`src/rtl/dcache_if.sv`:
```
// dcache_if: MEM-stage request, data/tag RAM and L2 signals of the L1 dcache controller.
interface dcache_if;
  logic         dc_req;
  logic         dc_rw;
  logic [31:0]  dc_addr;
  logic [31:0]  dc_wr_data;
  logic         dc_done;
  logic [31:0]  dc_rd_data;
  logic         dc_stall;
  logic [7:0]   index;
  logic [1:0]   dc_offset;
  logic         block0_re;
  logic         block1_re;
  logic         block0_we;
  logic         block1_we;
  logic         l2_wr_dc_en;
  logic         data_wd_dc_en;
  logic [31:0]  dc_wd;
  logic [127:0] dc_data_wd;
  logic [127:0] data0_rd;
  logic [127:0] data1_rd;
  logic [21:0]  tag0_rd;
  logic [21:0]  tag1_rd;
  logic         tag0_we;
  logic         tag1_we;
  logic [21:0]  tag_wd;
  logic         l2_rd_req;
  logic         l2_wb_req;
  logic [31:0]  l2_addr;
  logic [127:0] l2_wb_data;
  logic         l2_ack;
  logic [127:0] l2_rd_data;
  modport slave (
    input  dc_req, dc_rw, dc_addr, dc_wr_data, data0_rd, data1_rd, tag0_rd, tag1_rd, l2_ack, l2_rd_data,
    output dc_done, dc_rd_data, dc_stall, index, dc_offset, block0_re, block1_re, block0_we, block1_we,
           l2_wr_dc_en, data_wd_dc_en, dc_wd, dc_data_wd, tag0_we, tag1_we, tag_wd,
           l2_rd_req, l2_wb_req, l2_addr, l2_wb_data
  );
  modport master (
    output dc_req, dc_rw, dc_addr, dc_wr_data, data0_rd, data1_rd, tag0_rd, tag1_rd, l2_ack, l2_rd_data,
    input  dc_done, dc_rd_data, dc_stall, index, dc_offset, block0_re, block1_re, block0_we, block1_we,
           l2_wr_dc_en, data_wd_dc_en, dc_wd, dc_data_wd, tag0_we, tag1_we, tag_wd,
           l2_rd_req, l2_wb_req, l2_addr, l2_wb_data
  );
endinterface

```
`src/rtl/dcache_ctrl.sv`:
```
// dcache_ctrl: control FSM of a 2-way set-associative L1 dcache with LRU replacement and writeback.
module dcache_ctrl #(
  parameter int TAG_W = 20,
  parameter int IDX_W = 8
) (
  input logic      clk,
  input logic      rst,
  dcache_if.slave  io_dc
);
  localparam logic [2:0] S_IDLE   = 3'd0;
  localparam logic [2:0] S_ACCESS = 3'd1;
  localparam logic [2:0] S_WB     = 3'd2;
  localparam logic [2:0] S_ALLOC  = 3'd3;
  localparam logic [2:0] S_REFILL = 3'd4;
  logic [2:0]              r_state;
  logic                    r_victim;
  logic [TAG_W-1:0]        r_vic_tag;
  logic [127:0]            r_vic_line;
  logic [127:0]            r_line;
  logic [(1<<IDX_W)-1:0]   r_lru;
  logic [TAG_W-1:0]        w_tag;
  logic [IDX_W-1:0]        w_idx;
  logic                    w_idle, w_acc, w_wb, w_alloc, w_ref;
  logic                    w_hit0, w_hit1, w_hit, w_st_hit, w_vic;
  logic [TAG_W+1:0]        w_vtag;
  logic [127:0]            w_line;
  logic [2:0]              w_next;
  assign w_tag   = io_dc.dc_addr[31:32-TAG_W];
  assign w_idx   = io_dc.dc_addr[IDX_W+3:4];
  // State decodes are gated by rst so every strobe is quiet during the reset cycle.
  assign w_idle  = ~rst & (r_state == S_IDLE);
  assign w_acc   = ~rst & (r_state == S_ACCESS);
  assign w_wb    = ~rst & (r_state == S_WB);
  assign w_alloc = ~rst & (r_state == S_ALLOC);
  assign w_ref   = ~rst & (r_state == S_REFILL);
  assign w_hit0   = io_dc.tag0_rd[TAG_W+1] & (io_dc.tag0_rd[TAG_W-1:0] == w_tag);
  assign w_hit1   = ~w_hit0 & io_dc.tag1_rd[TAG_W+1] & (io_dc.tag1_rd[TAG_W-1:0] == w_tag);
  assign w_hit    = w_hit0 | w_hit1;
  assign w_st_hit = w_acc & w_hit & io_dc.dc_rw;
  assign w_line   = w_hit1 ? io_dc.data1_rd : io_dc.data0_rd;
  // Invalid ways are filled first; otherwise LRU=1 (way0 recent) evicts way1.
  assign w_vic    = ~io_dc.tag0_rd[TAG_W+1] ? 1'b0 : ~io_dc.tag1_rd[TAG_W+1] ? 1'b1 : r_lru[w_idx];
  assign w_vtag   = w_vic ? io_dc.tag1_rd : io_dc.tag0_rd;
  assign w_next   = w_idle  ? (io_dc.dc_req ? S_ACCESS : S_IDLE) :
                    w_acc   ? (w_hit ? S_IDLE : (w_vtag[TAG_W+1] & w_vtag[TAG_W]) ? S_WB : S_ALLOC) :
                    w_wb    ? (io_dc.l2_ack ? S_ALLOC : S_WB) :
                    w_alloc ? (io_dc.l2_ack ? S_REFILL : S_ALLOC) : S_IDLE;
  assign io_dc.index         = w_idx;
  assign io_dc.dc_offset     = io_dc.dc_addr[3:2];
  assign io_dc.dc_wd         = io_dc.dc_wr_data;
  assign io_dc.dc_data_wd    = r_line;
  assign io_dc.dc_done       = w_acc & w_hit;
  assign io_dc.dc_rd_data    = io_dc.dc_done ? w_line[{io_dc.dc_addr[3:2], 5'b0} +: 32] : 32'd0;
  assign io_dc.dc_stall      = io_dc.dc_req & ~io_dc.dc_done;
  assign io_dc.block0_re     = w_idle & io_dc.dc_req;
  assign io_dc.block1_re     = w_idle & io_dc.dc_req;
  assign io_dc.block0_we     = (w_st_hit & ~w_hit1) | (w_ref & ~r_victim);
  assign io_dc.block1_we     = (w_st_hit & w_hit1) | (w_ref & r_victim);
  assign io_dc.tag0_we       = io_dc.block0_we;
  assign io_dc.tag1_we       = io_dc.block1_we;
  assign io_dc.data_wd_dc_en = w_st_hit;
  assign io_dc.l2_wr_dc_en   = w_ref;
  assign io_dc.tag_wd        = w_st_hit ? {2'b11, w_tag} : w_ref ? {2'b10, w_tag} : '0;
  assign io_dc.l2_wb_req     = w_wb;
  assign io_dc.l2_rd_req     = w_alloc;
  assign io_dc.l2_addr       = w_wb ? {r_vic_tag, w_idx, 4'b0} : w_alloc ? {io_dc.dc_addr[31:4], 4'b0} : 32'd0;
  assign io_dc.l2_wb_data    = w_wb ? r_vic_line : '0;
  always_ff @(posedge clk) begin
    if (rst) begin
      r_state  <= S_IDLE;
      r_lru    <= '0;
      r_victim <= 1'b0;
    end else begin
      r_state <= w_next;
      if (w_acc & w_hit) r_lru[w_idx] <= ~w_hit1;
      if (w_acc & ~w_hit) begin
        r_victim   <= w_vic;
        r_vic_tag  <= w_vtag[TAG_W-1:0];
        r_vic_line <= w_vic ? io_dc.data1_rd : io_dc.data0_rd;
      end
      if (w_alloc & io_dc.l2_ack) r_line <= io_dc.l2_rd_data;
    end
  end
endmodule

```
`src/flat_wrapper.sv`:
```
// flat-port wrapper written by rule: the top's interface ports become plain ports
module dcache_ctrl_flat 
#(
  parameter int TAG_W = 20,
  parameter int IDX_W = 8
)
  (clk, rst, io_dc_dc_req, io_dc_dc_rw, io_dc_dc_addr, io_dc_dc_wr_data, io_dc_data0_rd, io_dc_data1_rd, io_dc_tag0_rd, io_dc_tag1_rd, io_dc_l2_ack, io_dc_l2_rd_data, io_dc_dc_done, io_dc_dc_rd_data, io_dc_dc_stall, io_dc_index, io_dc_dc_offset, io_dc_block0_re, io_dc_block1_re, io_dc_block0_we, io_dc_block1_we, io_dc_l2_wr_dc_en, io_dc_data_wd_dc_en, io_dc_dc_wd, io_dc_dc_data_wd, io_dc_tag0_we, io_dc_tag1_we, io_dc_tag_wd, io_dc_l2_rd_req, io_dc_l2_wb_req, io_dc_l2_addr, io_dc_l2_wb_data);
  dcache_if io_dc_i ();
  input logic clk;
  input logic rst;
  input wire logic [$bits(io_dc_i.dc_req)-1:0] io_dc_dc_req;
  input wire logic [$bits(io_dc_i.dc_rw)-1:0] io_dc_dc_rw;
  input wire logic [$bits(io_dc_i.dc_addr)-1:0] io_dc_dc_addr;
  input wire logic [$bits(io_dc_i.dc_wr_data)-1:0] io_dc_dc_wr_data;
  input wire logic [$bits(io_dc_i.data0_rd)-1:0] io_dc_data0_rd;
  input wire logic [$bits(io_dc_i.data1_rd)-1:0] io_dc_data1_rd;
  input wire logic [$bits(io_dc_i.tag0_rd)-1:0] io_dc_tag0_rd;
  input wire logic [$bits(io_dc_i.tag1_rd)-1:0] io_dc_tag1_rd;
  input wire logic [$bits(io_dc_i.l2_ack)-1:0] io_dc_l2_ack;
  input wire logic [$bits(io_dc_i.l2_rd_data)-1:0] io_dc_l2_rd_data;
  output wire logic [$bits(io_dc_i.dc_done)-1:0] io_dc_dc_done;
  output wire logic [$bits(io_dc_i.dc_rd_data)-1:0] io_dc_dc_rd_data;
  output wire logic [$bits(io_dc_i.dc_stall)-1:0] io_dc_dc_stall;
  output wire logic [$bits(io_dc_i.index)-1:0] io_dc_index;
  output wire logic [$bits(io_dc_i.dc_offset)-1:0] io_dc_dc_offset;
  output wire logic [$bits(io_dc_i.block0_re)-1:0] io_dc_block0_re;
  output wire logic [$bits(io_dc_i.block1_re)-1:0] io_dc_block1_re;
  output wire logic [$bits(io_dc_i.block0_we)-1:0] io_dc_block0_we;
  output wire logic [$bits(io_dc_i.block1_we)-1:0] io_dc_block1_we;
  output wire logic [$bits(io_dc_i.l2_wr_dc_en)-1:0] io_dc_l2_wr_dc_en;
  output wire logic [$bits(io_dc_i.data_wd_dc_en)-1:0] io_dc_data_wd_dc_en;
  output wire logic [$bits(io_dc_i.dc_wd)-1:0] io_dc_dc_wd;
  output wire logic [$bits(io_dc_i.dc_data_wd)-1:0] io_dc_dc_data_wd;
  output wire logic [$bits(io_dc_i.tag0_we)-1:0] io_dc_tag0_we;
  output wire logic [$bits(io_dc_i.tag1_we)-1:0] io_dc_tag1_we;
  output wire logic [$bits(io_dc_i.tag_wd)-1:0] io_dc_tag_wd;
  output wire logic [$bits(io_dc_i.l2_rd_req)-1:0] io_dc_l2_rd_req;
  output wire logic [$bits(io_dc_i.l2_wb_req)-1:0] io_dc_l2_wb_req;
  output wire logic [$bits(io_dc_i.l2_addr)-1:0] io_dc_l2_addr;
  output wire logic [$bits(io_dc_i.l2_wb_data)-1:0] io_dc_l2_wb_data;
  assign io_dc_i.dc_req = io_dc_dc_req;
  assign io_dc_i.dc_rw = io_dc_dc_rw;
  assign io_dc_i.dc_addr = io_dc_dc_addr;
  assign io_dc_i.dc_wr_data = io_dc_dc_wr_data;
  assign io_dc_i.data0_rd = io_dc_data0_rd;
  assign io_dc_i.data1_rd = io_dc_data1_rd;
  assign io_dc_i.tag0_rd = io_dc_tag0_rd;
  assign io_dc_i.tag1_rd = io_dc_tag1_rd;
  assign io_dc_i.l2_ack = io_dc_l2_ack;
  assign io_dc_i.l2_rd_data = io_dc_l2_rd_data;
  assign io_dc_dc_done = io_dc_i.dc_done;
  assign io_dc_dc_rd_data = io_dc_i.dc_rd_data;
  assign io_dc_dc_stall = io_dc_i.dc_stall;
  assign io_dc_index = io_dc_i.index;
  assign io_dc_dc_offset = io_dc_i.dc_offset;
  assign io_dc_block0_re = io_dc_i.block0_re;
  assign io_dc_block1_re = io_dc_i.block1_re;
  assign io_dc_block0_we = io_dc_i.block0_we;
  assign io_dc_block1_we = io_dc_i.block1_we;
  assign io_dc_l2_wr_dc_en = io_dc_i.l2_wr_dc_en;
  assign io_dc_data_wd_dc_en = io_dc_i.data_wd_dc_en;
  assign io_dc_dc_wd = io_dc_i.dc_wd;
  assign io_dc_dc_data_wd = io_dc_i.dc_data_wd;
  assign io_dc_tag0_we = io_dc_i.tag0_we;
  assign io_dc_tag1_we = io_dc_i.tag1_we;
  assign io_dc_tag_wd = io_dc_i.tag_wd;
  assign io_dc_l2_rd_req = io_dc_i.l2_rd_req;
  assign io_dc_l2_wb_req = io_dc_i.l2_wb_req;
  assign io_dc_l2_addr = io_dc_i.l2_addr;
  assign io_dc_l2_wb_data = io_dc_i.l2_wb_data;
  dcache_ctrl #(.TAG_W(TAG_W), .IDX_W(IDX_W)) u_core (.clk(clk), .rst(rst), .io_dc(io_dc_i));
endmodule
```
`config.mk`:
```
export PLATFORM = sky130hd
export DESIGN_NAME = dcache_ctrl_flat
export DESIGN_NICKNAME = d
export VERILOG_FILES = /design/src/rtl/dcache_if.sv /design/src/rtl/dcache_ctrl.sv /design/src/flat_wrapper.sv
export SDC_FILE = /design/constraint.sdc
export NUM_CORES = 1
export LEC_CHECK = 0
export CORE_AREA = 2 2 343 345
export CTS_BUF_LIST = sky130_fd_sc_hd__clkbuf_8 sky130_fd_sc_hd__clkbuf_16
export DETAILED_ROUTE_END_ITERATION = 8
export DIE_AREA = 0 0 345 347
export PLACE_DENSITY_LB_ADDON = 0.2
export SLEW_MARGIN = 20
export SYNTH_ARGS = -nofsm -noshare
export SYNTH_HDL_FRONTEND = slang
export SYNTH_SLANG_ARGS = --single-unit
export TNS_END_PERCENT = 10
```
`constraint.sdc`:
```
create_clock -name clk -period 11.18 [get_ports clk]
set_input_delay 2.236 -clock clk [delete_from_list [all_inputs] [get_ports clk]]
set_output_delay 2.236 -clock clk [all_outputs]
set_load 0.05 [all_outputs]
```
# Yosys cells after proc, flatten, opt, wreduce, memory -nomap -nowiden
# Index checks and enable logic that the tools add are counted.
[word_totals]
reg_bits = 536
input_bits = 497
output_inout_bits = 396
[op_classes]
n_lt_le_gt_ge = 2
n_eq_ne = 6
shifts = 1
n_mux = 25
bitwise = 28
reduce_logical = 4
[ops]
columns = ["cell", "n"]
rows = [
  ["128-bit two-way mux", 3],
  ["256-bit bitwise mux", 1],
  ["128-bit by 8-bit variable part select with 32-bit output", 1],
  ["32-bit two-way mux", 3],
  ["22-bit two-way mux", 3],
  ["20-bit equality test", 2],
  ["1-bit AND", 19],
  ["3-bit two-way mux", 6],
  ["8-bit by 9-bit < comparator with 1-bit output, second input constant", 1],
  ["1-bit binary-select mux with 8-bit select", 1],
  ["1-bit demux with 8-bit select", 1],
  ["8-bit by 1-bit >= comparator with 1-bit output, second input constant", 1],
  ["1-bit two-way mux", 7],
  ["3-bit by 2-bit equality test with 1-bit output, second input constant", 2],
  ["1-bit NOT", 6],
  ["2-bit AND reduction", 2],
  ["3-bit by 1-bit equality test with 1-bit output, second input constant", 1],
  ["3-bit equality test, second input constant", 1],
  ["3-bit logical NOT", 1],
  ["1-bit bitwise OR", 3],
  ["1-bit logical AND", 1],
]

# Longest topological paths before layout
[depth]
depth_word = 10
depth_mapped = 14
ltp_nobuf = 8

# Worst setup path after synthesis
# OpenSTA, ideal clock, no wires.
[synth_timing]
path_type = "input -> output"
startpoint = "in io_dc_tag1_rd[11]"
endpoint = "out io_dc_tag1_we"
t_arrival_ps = 5686
required_ps = 8944
path_slack_ps = 3258
stages = 10
n_path_buf = 5
cell_sequence = "xor2_1 -> or4b_1 -> nor4_1 -> o2111ai_1 -> buf_6 -> buf_6 -> buf_4 -> buf_2 -> o31ai_1 -> buf_4"
[synth_via]
elab_chain_cells = 7
[synth_rtl]
columns = ["item", "line_no", "source"]
rows = [
  ["start: declaration", "flat_wrapper.sv:18", "input wire logic [$bits(io_dc_i.tag1_rd)-1:0] io_dc_tag1_rd;"],
  ["20-bit equality test *", "dcache_ctrl.sv:37", "assign w_hit1 = ~w_hit0 & io_dc.tag1_rd[TAG_W+1] & (io_dc.tag1_rd[TAG_W-1:0] == w_tag);"],
  ["1-bit AND *", "dcache_ctrl.sv:37", ""],
  ["1-bit bitwise OR", "dcache_ctrl.sv:38", "assign w_hit = w_hit0 | w_hit1;"],
  ["1-bit AND (2 in a row)", "dcache_ctrl.sv:39", "assign w_st_hit = w_acc & w_hit & io_dc.dc_rw;"],
  ["1-bit AND *", "dcache_ctrl.sv:58", "assign io_dc.block1_we = (w_st_hit & w_hit1) | (w_ref & r_victim);"],
  ["1-bit bitwise OR *", "dcache_ctrl.sv:58", ""],
  ["end: declaration", "flat_wrapper.sv:35", "output wire logic [$bits(io_dc_i.tag1_we)-1:0] io_dc_tag1_we;"],
]
# Mark *: on every way between the ends. The rest lies on a longest branch, timed or not.

# Final worst setup path
[layout_timing]
startpoint = "in io_dc_dc_addr[16]"
endpoint = "out io_dc_dc_rd_data[16]"
[layout_via]
elab_chain_cells = 8
[layout_rtl]
columns = ["item", "line_no", "source"]
rows = [
  ["start: declaration", "flat_wrapper.sv:13", "input wire logic [$bits(io_dc_i.dc_addr)-1:0] io_dc_dc_addr;"],
  ["20-bit equality test", "dcache_ctrl.sv:36", "assign w_hit0 = io_dc.tag0_rd[TAG_W+1] & (io_dc.tag0_rd[TAG_W-1:0] == w_tag);"],
  ["1-bit AND", "dcache_ctrl.sv:36", ""],
  ["1-bit NOT", "dcache_ctrl.sv:37", ""],
  ["1-bit AND (2 in a row)", "dcache_ctrl.sv:37", ""],
  ["128-bit two-way mux / 1-bit bitwise OR (equally long branches)", "dcache_ctrl.sv:40, dcache_ctrl.sv:38", ""],
  ["128-bit by 8-bit variable part select with 32-bit output / 1-bit AND (equally long branches)", "dcache_ctrl.sv:53, dcache_ctrl.sv:52", ""],
  ["32-bit two-way mux *", "dcache_ctrl.sv:53", "assign io_dc.dc_rd_data = io_dc.dc_done ? w_line[{io_dc.dc_addr[3:2], 5'b0} +: 32] : 32'd0;"],
  ["end: declaration", "flat_wrapper.sv:22", "output wire logic [$bits(io_dc_i.dc_rd_data)-1:0] io_dc_dc_rd_data;"],
]
# Marks and branches as above.

==> results.ini <==
[grt]
antenna_found_initial=42
grt-ovfl-total=0
grt_max_degree=227
grt_pass1_wl_mm=191
first_global_vias=21400
grt.total_usage_pct=23.2

[sta]
rsz0062_at_grt=false
fmax_mhz=110
setup_ws_ns=2.10
worst_pin_slew_ns=1.18
final.min_clock_period_ns=9.08
hold_ws_ns=0.476
slew_violations=0
hold_viol_final=0
slew-limit-headroom_pct=21.1
min_period_over_period_pct=81.3
setup_viol=0
fin_skew_ns=0.0265
tns_ns=0

[clock_network]
cts_max_path_buffers=3
clkTransAtPathRegs_ns=0.06
cts_buffers=70
root_buffer=clkbuf_16
cts.sinks=536
postCtsHoldBufs=0
post_cts_buffers=0
post_cts_resized=0
clock_tree.htree_level_count=3
cts_tree=built
clock_latency_ns=0.64

[synthesis]
yosys_register_bits=536
syn-cell-area_um2=27200
synthArstFlopShare_pct=0
synth-edff-count=276
synth_top_area_share_pct=30.4
synth_seq_area_share_pct=49.5
synth_top_flop_cell=edfxtp_1
yosys_warnings=0
synth_top_cell_by_area=edfxtp_1
ys_types=58
yosys-top-cells-area=edfxtp_1 (30%), dfxtp_1 (19%), mux4_2 (9.8%)
avgSynthCellArea_um2=11.7
postSynthCellCount=2336

[worst_setup_path]
worst_setup_path_end_kind=output port
reg2reg_setup_slack_ns=6.64
worst-setup-path-type=in2out
slowest_stage=clkdlybuf4s50_1
crit_arrival_ns=6.85
startpoint=io_dc_dc_addr[16]
worst_r2r_path_depth=9
critical_path.most_common_cell=clkdlybuf4s50_1
crit_chain=clkdlybuf4s50_1 > xor2_1 > or4b_1 > nor4_1 > o2111ai_4 > buf_12 > mux4_2 > mux2i_1 > nor2_1 > clkdlybuf4s50_1
slowest_delay_ns=0.85
startpoint_type=input port
crit_fanout=37
crit_path_end=io_dc_dc_rd_data[16]
rr_endpoint=u_core.r_vic_line[39]
rr_startpoint=u_core.r_lru[167]
cp.required_ns=8.94

[placed_design]
hpwl_mm=110
io_buffer_count=822
gp_congestion=0.946
dp_slack_ns=1.83

[job]
maxCapViolations=0

[drt]
postRouteAntennaNets=0
vias=22800
dr.first_iter.drc_count=2666
viasPerCell=4.91
drc=0
dr.pass1.iters=5
wire_per_inst_um=31.1
postRouteWirelength_mm=145

[floorplan]
pin_count=893
die-area_um2=120000
core_um2=116000
rows=125
die_y_um=347
fp.dieW_um=345
start_util_pct=23.5

[final_layout]
seqCellArea_um2=13500
final_nets=3543
final_common_cell=clkdlybuf4s50_1
fillers=11600
syn_to_final_growth_pct=43.0
multi_input_area_um2=12600
final_cell_mix=clkdlybuf4s50_1 (816), edfxtp_1 (276), nand2_1 (275)
drive_above_1_share_pct=11.5

[power_and_ir_drop]
cellLeakagePower_uw=0.0128
ir_drop_mv=0.0994
power_density_nw_per_um2=154

[min_path]
worstHoldPathCells=2
hold_path.class=reg2reg

[outcome]
status=completed

cells in the mapped netlist, types with 16 or more instances:
| library cell | n |
|---|---|
| buf_2 | 21 |
| nand3b_1 | 261 |
| nor2_1 | 70 |
| nand4_1 | 16 |
| a2111oi_4 | 16 |
| dfxtp_1 | 260 |
| a22oi_1 | 18 |
| o21ai_0 | 184 |
| clkbuf_1 | 114 |
| mux4_2 | 118 |
| mux2i_1 | 83 |
| buf_4 | 62 |
| mux2_1 | 109 |
| xnor2_1 | 32 |
| o21ai_1 | 77 |
| and2_1 | 152 |
| nand2_1 | 275 |
| mux2_2 | 41 |
| edfxtp_1 | 276 |
routing by layer:
metal,global-route usage [%],vias to the layer above,part of all wire (%)
met5,0,-,0.0076
met4,5.84,2,2.2
met3,8.00,126,10
met2,32.2,1115,41
met1,33.9,11600,47
li1,-,9984,-
critical path, delay by kind of cell:
family	cells	cell delay, ns
AOI/OAI and AO/OA	1	0.57
xor gates and xnor gates	1	0.29
buffers and inverters	3	2.01
muxes	2	0.34
and+or+nand+nor	3	1.27
registers in the layout (all words and copies together) (netlist names):
| register | flops |
|---|---|
| u_core.r_vic_line | 128 |
| u_core.r_lru | 256 |
| u_core.io_dc.dc_data_wd | 128 |
| u_core.r_state | 3 |
| u_core.r_vic_tag | 20 |
| u_core.r_victim | 1 |
per-stage QoR:
stage | utilization, % | cells | power (uW) | cell area [um^2]
floorplan | - | 2339 | 3060 | 27200
global placement | 31.6 | 4493 | 3710 | 36500
detailed placement | 31.6 | 4496 | 3700 | 36600
CTS | 33.6 | 4619 | 6040 | 38900
global route | 33.6 | 4629 | 6160 | 38900
finish | 33.7 | 4643 | 5980 | 39000
cells by family (layout without fill, tap and decap cells):
family / Yosys count / count (layout) / share of synthesized area, %
xor+xnor: 41 / 41 / 1.32
buf+inv: 236 / 994 / 4.96
flops: 536 / 536 / 49.5
compound gates: 320 / 320 / 7.57
mux: 351 / 351 / 19.0
simple gates: 851 / 851 / 17.6
other cells: 1 / 26 / 0.0138
worst min path at each step:
| stage | from | end | slack, ns |
|---|---|---|---|
| 4_1_cts | u_core.r_lru[202] | u_core.r_lru[202] | 0.48 |
| 3_3_place_gp | u_core.r_lru[86] | u_core.r_lru[86] | 0.46 |
| 5_1_grt | u_core.r_lru[28] | u_core.r_lru[28] | 0.50 |
| 6_report | u_core.r_lru[202] | u_core.r_lru[202] | 0.48 |
| 2_1_floorplan | u_core.r_lru[178] | u_core.r_lru[178] | 0.45 |
| 3_5_place_dp | u_core.r_lru[202] | u_core.r_lru[202] | 0.47 |
layout make-up:
type | instances | share of cell area [%]
antenna | 22 | 0.141
inverter | 4 | 0.0514
clock buffer | 79 | 4.84
clock inverter | 44 | 1.06
sequential | 536 | 34.6
multi-input combinational | 1567 | 32.3
tap | 1524 | 4.90
timing repair buffer | 867 | 22.1
where the power goes:
| group | leakage [uW] | switching (uW) | internal [uW] | total (uW) |
|---|---|---|---|---|
| registers | 0.00460 | 56.6 | 2220 | 2270 |
| clock network | 0.00120 | 954 | 1350 | 2310 |
| logic | 0.00696 | 921 | 478 | 1400 |
| total | 0.0128 | 1930 | 4050 | 5980 |
(Power assumes the default switching activity.)
